[config.mk]
export PLATFORM = sky130hd
export DESIGN_NAME = commit_trace_tx
export DESIGN_NICKNAME = d
export VERILOG_FILES = /design/src/rtl/commit_trace_tx.sv
export SDC_FILE = /design/constraint.sdc
export NUM_CORES = 1
export LEC_CHECK = 0
export CAP_MARGIN = 20
export CORE_MARGIN = 5
export CORE_UTILIZATION = 45
export DETAILED_ROUTE_END_ITERATION = 8
export SLEW_MARGIN = 20
export SYNTH_ARGS = -nofsm -noshare
export SYNTH_HDL_FRONTEND = slang
export SYNTH_SLANG_ARGS = --single-unit
[constraint.sdc]
create_clock -name clk -period 12.8 [get_ports clk]
set_clock_uncertainty 0.2 [all_clocks]
set_input_delay 1.28 -clock clk [delete_from_list [all_inputs] [get_ports clk]]
set_output_delay 1.28 -clock clk [all_outputs]
set_load 0.03 [all_outputs]
[src/rtl/commit_trace_tx.sv]
// -----------------------------------------------------------------------------
// commit_trace_tx
//
// Transmit side of the pipeline commit trace. Every instruction retired at WB
// (while enable is high) becomes a four-word record in a small FIFO. Records
// leave as 4-beat packets on a valid/ready stream:
//   beat 0 header : {MARKER, seq[15:0], rd|0, regWrite, memWrite, pend_drop}
//   beat 1        : pc
//   beat 2        : instruction word
//   beat 3        : writeback data (0 when the instruction does not write rd)
// The block only observes WB and never stalls the core. When the FIFO is full,
// records are dropped. Dropped records still consume a sequence number, and
// the next stored header has its drop flag set.
//
// Ports
//   clk, reset         core clock, asynchronous active-low reset
//   enable             capture enable
//   wb_*_in            retiring-instruction fields from the WB stage
//   tx_valid/ready     stream handshake
//   tx_data, tx_last   beat payload, last-beat marker
//   fifo_count         records held, including the record being transmitted
//   drop_count         saturating count of dropped records
//   overflow           sticky drop indicator
//
// FSM states
//   state | meaning
//   IDLE  | FIFO empty, no beat offered
//   HDR   | offering header of the record at the FIFO head
//   PC    | offering pc
//   INS   | offering instruction word
//   DAT   | offering writeback data (tx_last); record pops on handshake
// -----------------------------------------------------------------------------
module commit_trace_tx #(
  parameter int          DEPTH  = 8,
  parameter logic [7:0]  MARKER = 8'hC0
) (
  input  logic                     clk,
  input  logic                     reset,
  input  logic                     enable,
  input  logic                     wb_isValid_in,
  input  logic [31:0]              wb_pc_in,
  input  logic [31:0]              wb_instr_in,
  input  logic [4:0]               wb_rd_in,
  input  logic                     wb_regWrite_in,
  input  logic                     wb_memWrite_in,
  input  logic [31:0]              wb_data_in,
  output logic                     tx_valid,
  input  logic                     tx_ready,
  output logic [31:0]              tx_data,
  output logic                     tx_last,
  output logic [$clog2(DEPTH):0]   fifo_count,
  output logic [15:0]              drop_count,
  output logic                     overflow
);

  localparam int AW = $clog2(DEPTH);
  localparam int CW = AW + 1;

  typedef enum logic [2:0] {
    S_IDLE = 3'd0,
    S_HDR  = 3'd1,
    S_PC   = 3'd2,
    S_INS  = 3'd3,
    S_DAT  = 3'd4
  } state_t;

  state_t          state_q;
  state_t          state_d;

  logic [AW-1:0]   rd_ptr_q;
  logic [AW-1:0]   wr_ptr_q;
  logic [CW-1:0]   count_q;
  logic [15:0]     seq_q;
  logic            pend_drop_q;
  logic [15:0]     drop_count_q;
  logic            overflow_q;

  logic [31:0]     hdr_mem [DEPTH];
  logic [31:0]     pc_mem  [DEPTH];
  logic [31:0]     ins_mem [DEPTH];
  logic [31:0]     dat_mem [DEPTH];

  logic            commit;
  logic            full;
  logic            pop;
  logic            push;
  logic            drop;
  logic [31:0]     hdr_in;

  // ---------------------------------------------------------------------------
  // Capture decisions
  // ---------------------------------------------------------------------------
  assign commit = enable && wb_isValid_in;
  assign full   = (count_q == CW'(DEPTH));
  // A record leaves only when its last beat handshakes.
  assign pop    = (state_q == S_DAT) && tx_ready;
  // A slot freed by a pop on this same edge can take the new record, so a
  // full FIFO that is completing a packet still accepts the commit.
  assign push   = commit && (!full || pop);
  assign drop   = commit && !push;

  assign hdr_in = {MARKER,
                   seq_q,
                   (wb_regWrite_in ? wb_rd_in : 5'd0),
                   wb_regWrite_in,
                   wb_memWrite_in,
                   pend_drop_q};

  // ---------------------------------------------------------------------------
  // Record storage (data path only, no reset needed)
  // ---------------------------------------------------------------------------
  always_ff @(posedge clk) begin
    if (push) begin
      hdr_mem[wr_ptr_q] <= hdr_in;
      pc_mem[wr_ptr_q]  <= wb_pc_in;
      ins_mem[wr_ptr_q] <= wb_instr_in;
      dat_mem[wr_ptr_q] <= wb_regWrite_in ? wb_data_in : 32'd0;
    end
  end

  // ---------------------------------------------------------------------------
  // FIFO pointers and occupancy
  // ---------------------------------------------------------------------------
  always_ff @(posedge clk or negedge reset) begin
    if (!reset) begin
      rd_ptr_q <= '0;
      wr_ptr_q <= '0;
      count_q  <= '0;
    end else begin
      if (push) wr_ptr_q <= wr_ptr_q + AW'(1);
      if (pop)  rd_ptr_q <= rd_ptr_q + AW'(1);
      case ({push, pop})
        2'b10:   count_q <= count_q + CW'(1);
        2'b01:   count_q <= count_q - CW'(1);
        default: count_q <= count_q;
      endcase
    end
  end

  // ---------------------------------------------------------------------------
  // Sequence number and drop bookkeeping
  // ---------------------------------------------------------------------------
  always_ff @(posedge clk or negedge reset) begin
    if (!reset) begin
      seq_q        <= '0;
      pend_drop_q  <= 1'b0;
      drop_count_q <= '0;
      overflow_q   <= 1'b0;
    end else begin
      // Every commit consumes a number, so drops appear as seq gaps.
      if (commit) seq_q <= seq_q + 16'd1;
      if (drop) begin
        pend_drop_q <= 1'b1;
        overflow_q  <= 1'b1;
        if (drop_count_q != 16'hFFFF) drop_count_q <= drop_count_q + 16'd1;
      end else if (push) begin
        pend_drop_q <= 1'b0;
      end
    end
  end

  // ---------------------------------------------------------------------------
  // Packet FSM: state register
  // ---------------------------------------------------------------------------
  always_ff @(posedge clk or negedge reset) begin
    if (!reset) state_q <= S_IDLE;
    else        state_q <= state_d;
  end

  // ---------------------------------------------------------------------------
  // Packet FSM: next state
  // A push on the current edge is considered so that a record committed at
  // edge N is offered right after edge N, and so that packets run
  // back-to-back when the next record arrives with the last beat.
  // ---------------------------------------------------------------------------
  always_comb begin
    state_d = state_q;
    case (state_q)
      S_IDLE: if (count_q != '0 || push) state_d = S_HDR;
      S_HDR:  if (tx_ready) state_d = S_PC;
      S_PC:   if (tx_ready) state_d = S_INS;
      S_INS:  if (tx_ready) state_d = S_DAT;
      S_DAT: begin
        if (tx_ready) begin
          if (count_q > CW'(1) || push) state_d = S_HDR;
          else                           state_d = S_IDLE;
        end
      end
      default: state_d = S_IDLE;
    endcase
  end

  // ---------------------------------------------------------------------------
  // Packet FSM: outputs
  // Beats are read straight from the storage flops at the FIFO head, which
  // stay put until the record pops, so the payload is stable under stall.
  // ---------------------------------------------------------------------------
  always_comb begin
    tx_valid = 1'b0;
    tx_last  = 1'b0;
    tx_data  = 32'd0;
    case (state_q)
      S_HDR: begin
        tx_valid = 1'b1;
        tx_data  = hdr_mem[rd_ptr_q];
      end
      S_PC: begin
        tx_valid = 1'b1;
        tx_data  = pc_mem[rd_ptr_q];
      end
      S_INS: begin
        tx_valid = 1'b1;
        tx_data  = ins_mem[rd_ptr_q];
      end
      S_DAT: begin
        tx_valid = 1'b1;
        tx_last  = 1'b1;
        tx_data  = dat_mem[rd_ptr_q];
      end
      default: begin
        tx_valid = 1'b0;
        tx_last  = 1'b0;
        tx_data  = 32'd0;
      end
    endcase
  end

  assign fifo_count = count_q;
  assign drop_count = drop_count_q;
  assign overflow   = overflow_q;

endmodule

-- After elaboration in Yosys (flattened, before gate mapping)
Memory sizes are Yosys's and may differ from the RTL's.
Cells that the tools add are included.
- register bits: 47
- RAM bits: 960
- input bits: 108
- output and inout bits: 55
- logic and storage cells: 65
- memories kept: 4
- add/sub/neg operators: 6
- order comparisons: 1
- eq/ne operators: 13
- multiplexer cells: 17
- reduce and logical (&&, ||, !) cells: 16
- memories (memory ; words ; width ; read ports ; clocked after memory_dff ; wr ports ; RTL line ; source):
    dat_mem ; 8 ; 32 ; 1 ; 0 ; 1 ; 81 ; logic [31:0] dat_mem [DEPTH];
    ins_mem ; 8 ; 32 ; 1 ; 0 ; 1 ; 80 ; logic [31:0] ins_mem [DEPTH];
    pc_mem ; 8 ; 32 ; 1 ; 0 ; 1 ; 79 ; logic [31:0] pc_mem [DEPTH];
    hdr_mem ; 8 ; 24 ; 1 ; 0 ; 1 ; 78 ; logic [31:0] hdr_mem [DEPTH];
- operators by type and width (kind ; count):
    one-hot mux 32 bit (4 select lines) ; 1
    adder 16 x 1 -> 16 bit (second input constant) ; 2
    two-way mux 32 bit ; 1
    != test 16 bit (second input constant) ; 1
    two-way mux 3 bit ; 5
    one-hot mux 3 bit (5 select lines) ; 1
    != test 2 bit (second input constant) ; 5
    one-hot mux 4 bit (2 select lines) ; 1
    two-way mux 1 bit ; 7
    adder 3 x 1 -> 3 bit (second input constant) ; 2
    equality test 3 x 2 -> 1 bit (second input constant) ; 2
    two-way mux 5 bit ; 1
    AND reduction 5 bit ; 1
    adder 4 x 1 -> 4 bit (second input constant) ; 1
    equality test 4 bit (second input constant) ; 1
    greater-than comparator 4 x 1 -> 1 bit (second input constant) ; 1
    logical AND 1 bit ; 4
    nonzero test 2 bit ; 2
    nonzero test 4 bit ; 1
    OR reduction 4 bit ; 1
    subtractor 4 x 1 -> 4 bit (second input constant) ; 1
    equality test 3 x 1 -> 1 bit (second input constant) ; 1
    equality test 3 bit (second input constant) ; 1
    zero test 3 bit ; 1
    5 further kinds ; 8

-- Depth between registers and ports, before layout
- depth in word-level cells: 8
- mapped depth: 9
- gate-level depth less buffers: 9

-- Least setup slack after synthesis
Ideal clock, no wire load.
- path kind: input port to flip-flop
- from: in tx_ready
- to: mem dat_mem[0][0], enable pin
- library setup time: 894 ps
- arrival time: 13403 ps
- data required time: 11706 ps
- setup slack: -1697 ps
- stages on the path: 5
- path buffers: 1
- cells stage by stage: nand4bb_1 > buf_4 > a21oi_1 > clkinv_1 > nor4_1
- longest elaborated chain between the ends: 5
- RTL lines (item ; RTL line ; source):
    start: declaration ; 48 ; input logic tx_ready,
    logical AND 1 bit ; 96 ; assign pop = (state_q == S_DAT) && tx_ready;
    logical OR 1 bit ; 99 ; assign push = commit && (!full || pop);
    logical AND 1 bit ; 99 ;
    two-way mux 1 bit ; 113 ; if (push) begin
    two-way mux 1 bit ; 117 ; dat_mem[wr_ptr_q] <= wb_regWrite_in ? wb_data_in : 32'd0;
    end: declaration ; 81 ;
No other way between the ends.

-- Final worst setup path
- from: reg rd_ptr_q[0]
- to: out tx_data[9]
- longest elaborated chain between the ends: 2
- elaborated cells on any way between the ends: 5
- classes of those cells: mux: 1; memory: 4
- RTL lines (item ; RTL line ; source):
    start: declaration ; 70 ; logic [AW-1:0] rd_ptr_q;
    start signal: assignment ; 131 ; if (pop) rd_ptr_q <= rd_ptr_q + AW'(1);
    memory (8 x 32 bit) (tied with other cells) ; n/a ;
    one-hot mux 32 bit (4 select lines) (*) ; 202 ; case (state_q)
    end: declaration ; 49 ; output logic [31:0] tx_data,
Every way passes the cells marked *; elsewhere a longest branch is shown, timed or not.

==> results.cfg <==
[routing]
drt_iter0_markers = 1468
drc_errors = 0
vias_per_cell = 5.75
vias = 18800
wl_per_cell_um = 27.7
ant_nets = 0
routed_wl_mm = 90.4
dr.pass1.iters = 5

[place]
portBuffers = 162
globalplace.congestion = 0.702
place_hpwl_mm = 46.5
place_inst = 3071

[clocking]
cts.path.max_buffers = 3
cts_hold_buf = 0
clk_pin_slew_ns = 0.06
cts_max_level = 3
cts.sinks = 1007
worst_skew_pair.late_latency_ns = 0.64
cts_inserted_buffers = 104
root_buffer = clkbuf_16
cts-resized-gates = 0
cts_setup_buffers = 0
cts_tree = done

[global_routing]
grt_use_total = 0.192
grt_first_pass_wirelength_mm = 133
gr-total-overflow = 0
first_global_vias = 19700
antenna_found_initial = 9
grt_start_max_net_pins = 162

[worst_setup_path]
end_kind = primary output
critPathMaxStageDelay_ns = 0.92
critPathKind = reg2out
required_ns = 11.32
path_common_cell = buf_4
cp_top_family = buffers and inverters
slowest_stage = dfrtp_4
cp_max_fo = 46
arrival_ns = 5.05
start_kind = flop
path_cells = buf_4, buf_4, mux4_2, mux2i_1, o221ai_1, clkdlybuf4s50_1
crit_buf_inv = 3

[cells_and_area]
finalNonFillerCells = 3262
syn2layout_area_growth_pct = 15.6
nNetsFinal = 2138
nFillCells = 6750
drive_gt1_frac = 0.219

[floorplanning]
ios = 163
die_h_um = 305
initial_core_util = 0.452
core-area_sq_um = 86500
fp.dieArea_sq_um = 92900
row_count = 108
fp.dieW_um = 305

[logic_synthesis]
syn_area_sq_um = 39100
synthMuxAreaShare = 0.159
ys_seq_area_frac = 0.767
synth_compound_area_frac = 0.0238
synth_edf_count = 960
syn-num-nets = 1941
synthAdderAreaFrac = 0.00256
synth_xor_area_frac = 0.00847
syn_inst = 1825
synth-async-reset-ratio = 0.0467
synth_area_per_cell_sq_um = 21.4
synth_cell_types = 52
synth_top_family_by_area = multiplexers
yosys.area_share.simple = 0.0257
ys.flop_type = edfxtp_1
synth_seq_cells = 1007
synth-warning-count = 0

[sta]
max_slew.worst_pin.slew_ns = 1.28
layout_min_cycle_time_ns = 6.53
final_hold_viol_count = 0
rsz0062_at_grt = no
setup_violations = 0
slew_headroom = 0.148
slew_violations = 0
max_freq_ghz = 0.153
setup-tns-final_ns = 0
finalCritPeriodShare = 0.510

[outcome]
run_status = finished, final reports clean

[pwr]
p_per_area_nw_per_um2 = 206
ir_drop_mv = 0.152
p_leak_nw = 14.1

[flow_run]
maxCapViolations = 0

[hold_path]
hold_path.class = reg2reg
[state kept, by name, summed over array words and instances (netlist names), 4 cells and up]
register and count:
fifo_count 4, seq_q 16, pc_mem 256, drop_count 16
dat_mem 256, hdr_mem 192, ins_mem 256
[metrics by stage]
step / power [mW] / setup slack [ns] / util / area (sq um) / hold slack [ns]
after floorplan: 5.78 / 1.58 / - / 39100 / 0.333
after detailed placement: 6.62 / 6.77 / 0.487 / 42100 / 0.291
after CTS: 9.43 / 6.07 / 0.523 / 45200 / 0.305
final: 9.31 / 6.27 / 0.523 / 45200 / 0.304
after global routing: 9.70 / 5.85 / 0.523 / 45200 / 0.316
after global placement: 6.59 / 6.77 / 0.486 / 42100 / 0.253
[worst paths after layout]
kind                                         start                   endpoint  slack (ns)  cells after the start
max                        rd_ptr_q[0]$_DFFE_PN0P_                 tx_data[9]        6.27                      6
min                           overflow$_DFFE_PN0P_       overflow$_DFFE_PN0P_        0.30                      1
max reg2reg                 state_q[1]$_DFFE_PN0P_   ins_mem[2][16]$_DFFE_PP_        9.13                      5
min reg2reg                   overflow$_DFFE_PN0P_       overflow$_DFFE_PN0P_        0.30                      1
max in group asynchronous                    reset    rd_ptr_q[1]$_DFFE_PN0P_       11.36                      2
min in group asynchronous                    reset  drop_count[6]$_DFFE_PN0P_        0.53                      2
[metal layers]
layer,up-vias,part of all wire,track usage
met3,120,0.059,0.0353
met2,523,0.50,0.323
met4,2,0.018,0.0410
li1,8009,-,-
met5,-,0.00011,0
met1,10100,0.42,0.267
[kinds of logic (layout without fill, tap and decap cells)]
kind of cell	Yosys count	count (layout)
DFF	1007	1007
muxes	362	362
and+or+nand+nor	187	187
AOI/OAI and AO/OA	120	120
buffers and inverters	104	384
xor gates and xnor gates	37	37
adders and majority gates	8	8
other	0	2
[report_power, final]
group          total [mW]  switching (mW)  leakage [nW]  internal [mW]
clock                2.82            1.19          1.53           1.63
combinational        2.42            1.35          3.20           1.07
sequential           4.07           0.167          9.38           3.91
total                9.31            2.71          14.1           6.60
[layout by cell type, fill, tap and decap left out, drive strengths merged, types with 3 or more instances in the layout]
cell type / count
or3: 3
mux4: 200
dfrtp: 47
a211oi: 4
ha: 8
xor2: 12
nor3: 13
clkinvlp: 3
a22oi: 4
clkdlybuf4s50: 160
a21oi: 4
nand4: 9
o221ai: 26
bufinv: 5
edfxtp: 960
o32a: 26
and4: 3
o22ai: 40
mux2: 80
nor4: 4
nand2b: 8
xnor2: 25
o211ai: 4
buf: 28
clkbuf: 141
and2: 40
nand3: 12
nor2: 54
o21ai: 6
inv: 10
nor2b: 4
nand2: 27
mux2i: 82
clkinv: 37
[layout make-up]
| cell class | instances | area [sq um] | share of cell area |
|---|---|---|---|
| flip-flops and latches | 1007 | 30000 | 0.663 |
| multi-input cells | 714 | 8660 | 0.191 |
| clock buffers | 141 | 2810 | 0.0620 |
| clock inverters | 48 | 357 | 0.00788 |
| well taps | 1155 | 1450 | 0.0319 |
| inverters | 7 | 26.3 | 0.000581 |
| diodes | 2 | 5.00 | 0.000111 |
| repair buffers | 188 | 1930 | 0.0427 |
[synth_stat cells (2+ instances only)]
library cell  number  area (sq um)
nand3_1           11          55.1
nand2b_1           7          43.8
nor3_1            13          65.1
mux2_2            80           901
buf_4             15           113
clkbuf_1          38           143
nor4_1             4          25.0
and2_1            40           250
xor2_1            12           105
a22oi_1            4          30.0
a211oi_1           4          30.0
o221ai_1          26           228
o21ai_0            6          30.0
a2111oi_0          2          17.5
mux2i_1           82           821
nor2_1            54           203
o211ai_1           4          30.0
or3b_1             2          17.5
buf_2             31           155
o32a_1            26           260
buf_6              6          67.6
and4_1             3          26.3
nor2b_1            4          25.0
o22ai_1           40           250
a21oi_1            4          20.0
buf_1              7          26.3
or3_4              2          22.5
xnor2_1           24           210
mux4_2           200          4500
ha_1               8           100
and3b_1            2          17.5
edfxtp_1         960         28800
nand4_1            8          50.1
nand2_1           27           101
dfrtp_1           47          1180
inv_1              6          22.5
Power figures use the tool's default switching activity.
==> RTL change, RTL diff (same flow settings) <==
Make the reset (`reset`) synchronous in 3 clocked blocks. Comments in the files are not updated.
--- a/src/rtl/commit_trace_tx.sv
+++ b/src/rtl/commit_trace_tx.sv
@@ -123,3 +123,3 @@
   // ---------------------------------------------------------------------------
-  always_ff @(posedge clk or negedge reset) begin
+  always_ff @(posedge clk) begin
     if (!reset) begin
@@ -142,3 +142,3 @@
   // ---------------------------------------------------------------------------
-  always_ff @(posedge clk or negedge reset) begin
+  always_ff @(posedge clk) begin
     if (!reset) begin
@@ -164,3 +164,3 @@
   // ---------------------------------------------------------------------------
-  always_ff @(posedge clk or negedge reset) begin
+  always_ff @(posedge clk) begin
     if (!reset) state_q <= S_IDLE;
Function: differs if reset is asserted again (counterexample within 4 cycles, from zero or initial values and one cycle with reset low); with reset held inactive, the same outputs for 4 cycles.
==> RTL change against the original RTL <==
  * Synthesized area fell by 1.1%
  * Routed wire length fell by 3.4%
  * Design area fell by 0.75%
  * Core utilization rose by 0.34 points
  * Final cell count fell by 1.4%
  * Highest routed layer unchanged
  * Sequential cell count rose by 3
  * Critical path depth did not move
  * Setup slack improved by 280 ps
Power is not compared: it rests on default switching activity, and its combinational part moved more than twofold at a synthesized area within 25%.
==> RTL change: results (changes against the original RTL) <==
Layout
  – N_diodes: 3 (+1)
  – Count of sequential standard cells: 1010 (+0.30%)
  – Final layout net count: 2103 (-1.6%)
  – Multi-input logic area: 8410 µm² (-3.0%)
  – # clk buffers: 137 (-2.8%)
  – Sequential share of cell area: 66.4% (+0.10 points)
  – NonClk Buf Share: 4.36% (+0.096 points)
  – Multi-In Gates: 668 (-6.4%)
  – Share of layout cells above drive strength 1: 21.7% (-0.20 points)
  – Invs w/o clock: 8 (+1)

Logic synthesis
  – Synthesized area per cell: 21.8 µm² (+1.6%)
  – Net Count, Synth: 1892 (-2.5%)
  – Fraction of synthesized area in multiplexers: 14.3% (-1.6 points)
  – Top cells by count, synth: 960 x edfxtp_1, 229 x mux4_2, 69 x a22oi_1, 50 x dfxtp_1, 49 x nor2_1
  – Synth Area in Compound Gates: 3.11% (+0.73 points)
  – Share of flip-flops with an asynchronous set or reset: 0% (-4.7 points)

Outcome
  – Status: finished clean

Drt
  – Vias per cell: 5.75 (about the same)
  – Wire length on met3: 5880 µm (+9.6%)
  – Wirelength per Cell: 27.1 µm (-2.1%)
  – Initial drt markers: 1522 (+3.7%)

Global route
  – First-pass GRT wire length: 130000 µm (-2.5%)
  – Grt met1 use: 28.1% (+1.4 points)
  – Met3 usage: 3.51% (-0.024 points)

Critical path
  – Critical path arrival: 4760 ps (-290 ps)

STA
  – Measured slew at the worst slew-check pin: 1170 ps (-103 ps)

Place
  – Placed Area: 41600 µm² (-1.1%)
## RTL change: cell types whose count changed after synthesis, sizes merged, moves of 40 or more
| cell | unedited run | this run |
|---|---|---|
| dfrtp | 47 | 0 |
| o22ai | 40 | 0 |
| dfxtp | 0 | 50 |
| a22oi | 4 | 69 |
| mux2i | 82 | 23 |
| mux2 | 80 | 2 |
## RTL change: cells by family after synthesis
family,after synthesis
flops,1010
simple gates,219
compound gates,149
xor+xnor,32
fa+ha+maj,9
mux,259
buf+inv,97
## RTL change: worst max-delay path, stage by stage, from the launching register on
cell and delay (ps):
dfxtp_4 690, buf_12 600, buf_4 830, mux4_2 600, a22oi_1 210, nand4_1 210, clkdlybuf4s50_1 660
## RTL change: final timing paths
check	startpoint	endpoint	slack [ps]	depth (start not counted)
setup reg to reg	state_q[2]	dat_mem[2][30]	7880	6
setup / recovery	register	tx_data[16]	6560	6
hold reg to reg	overflow	overflow	250	2
hold / removal	overflow	overflow	250	2
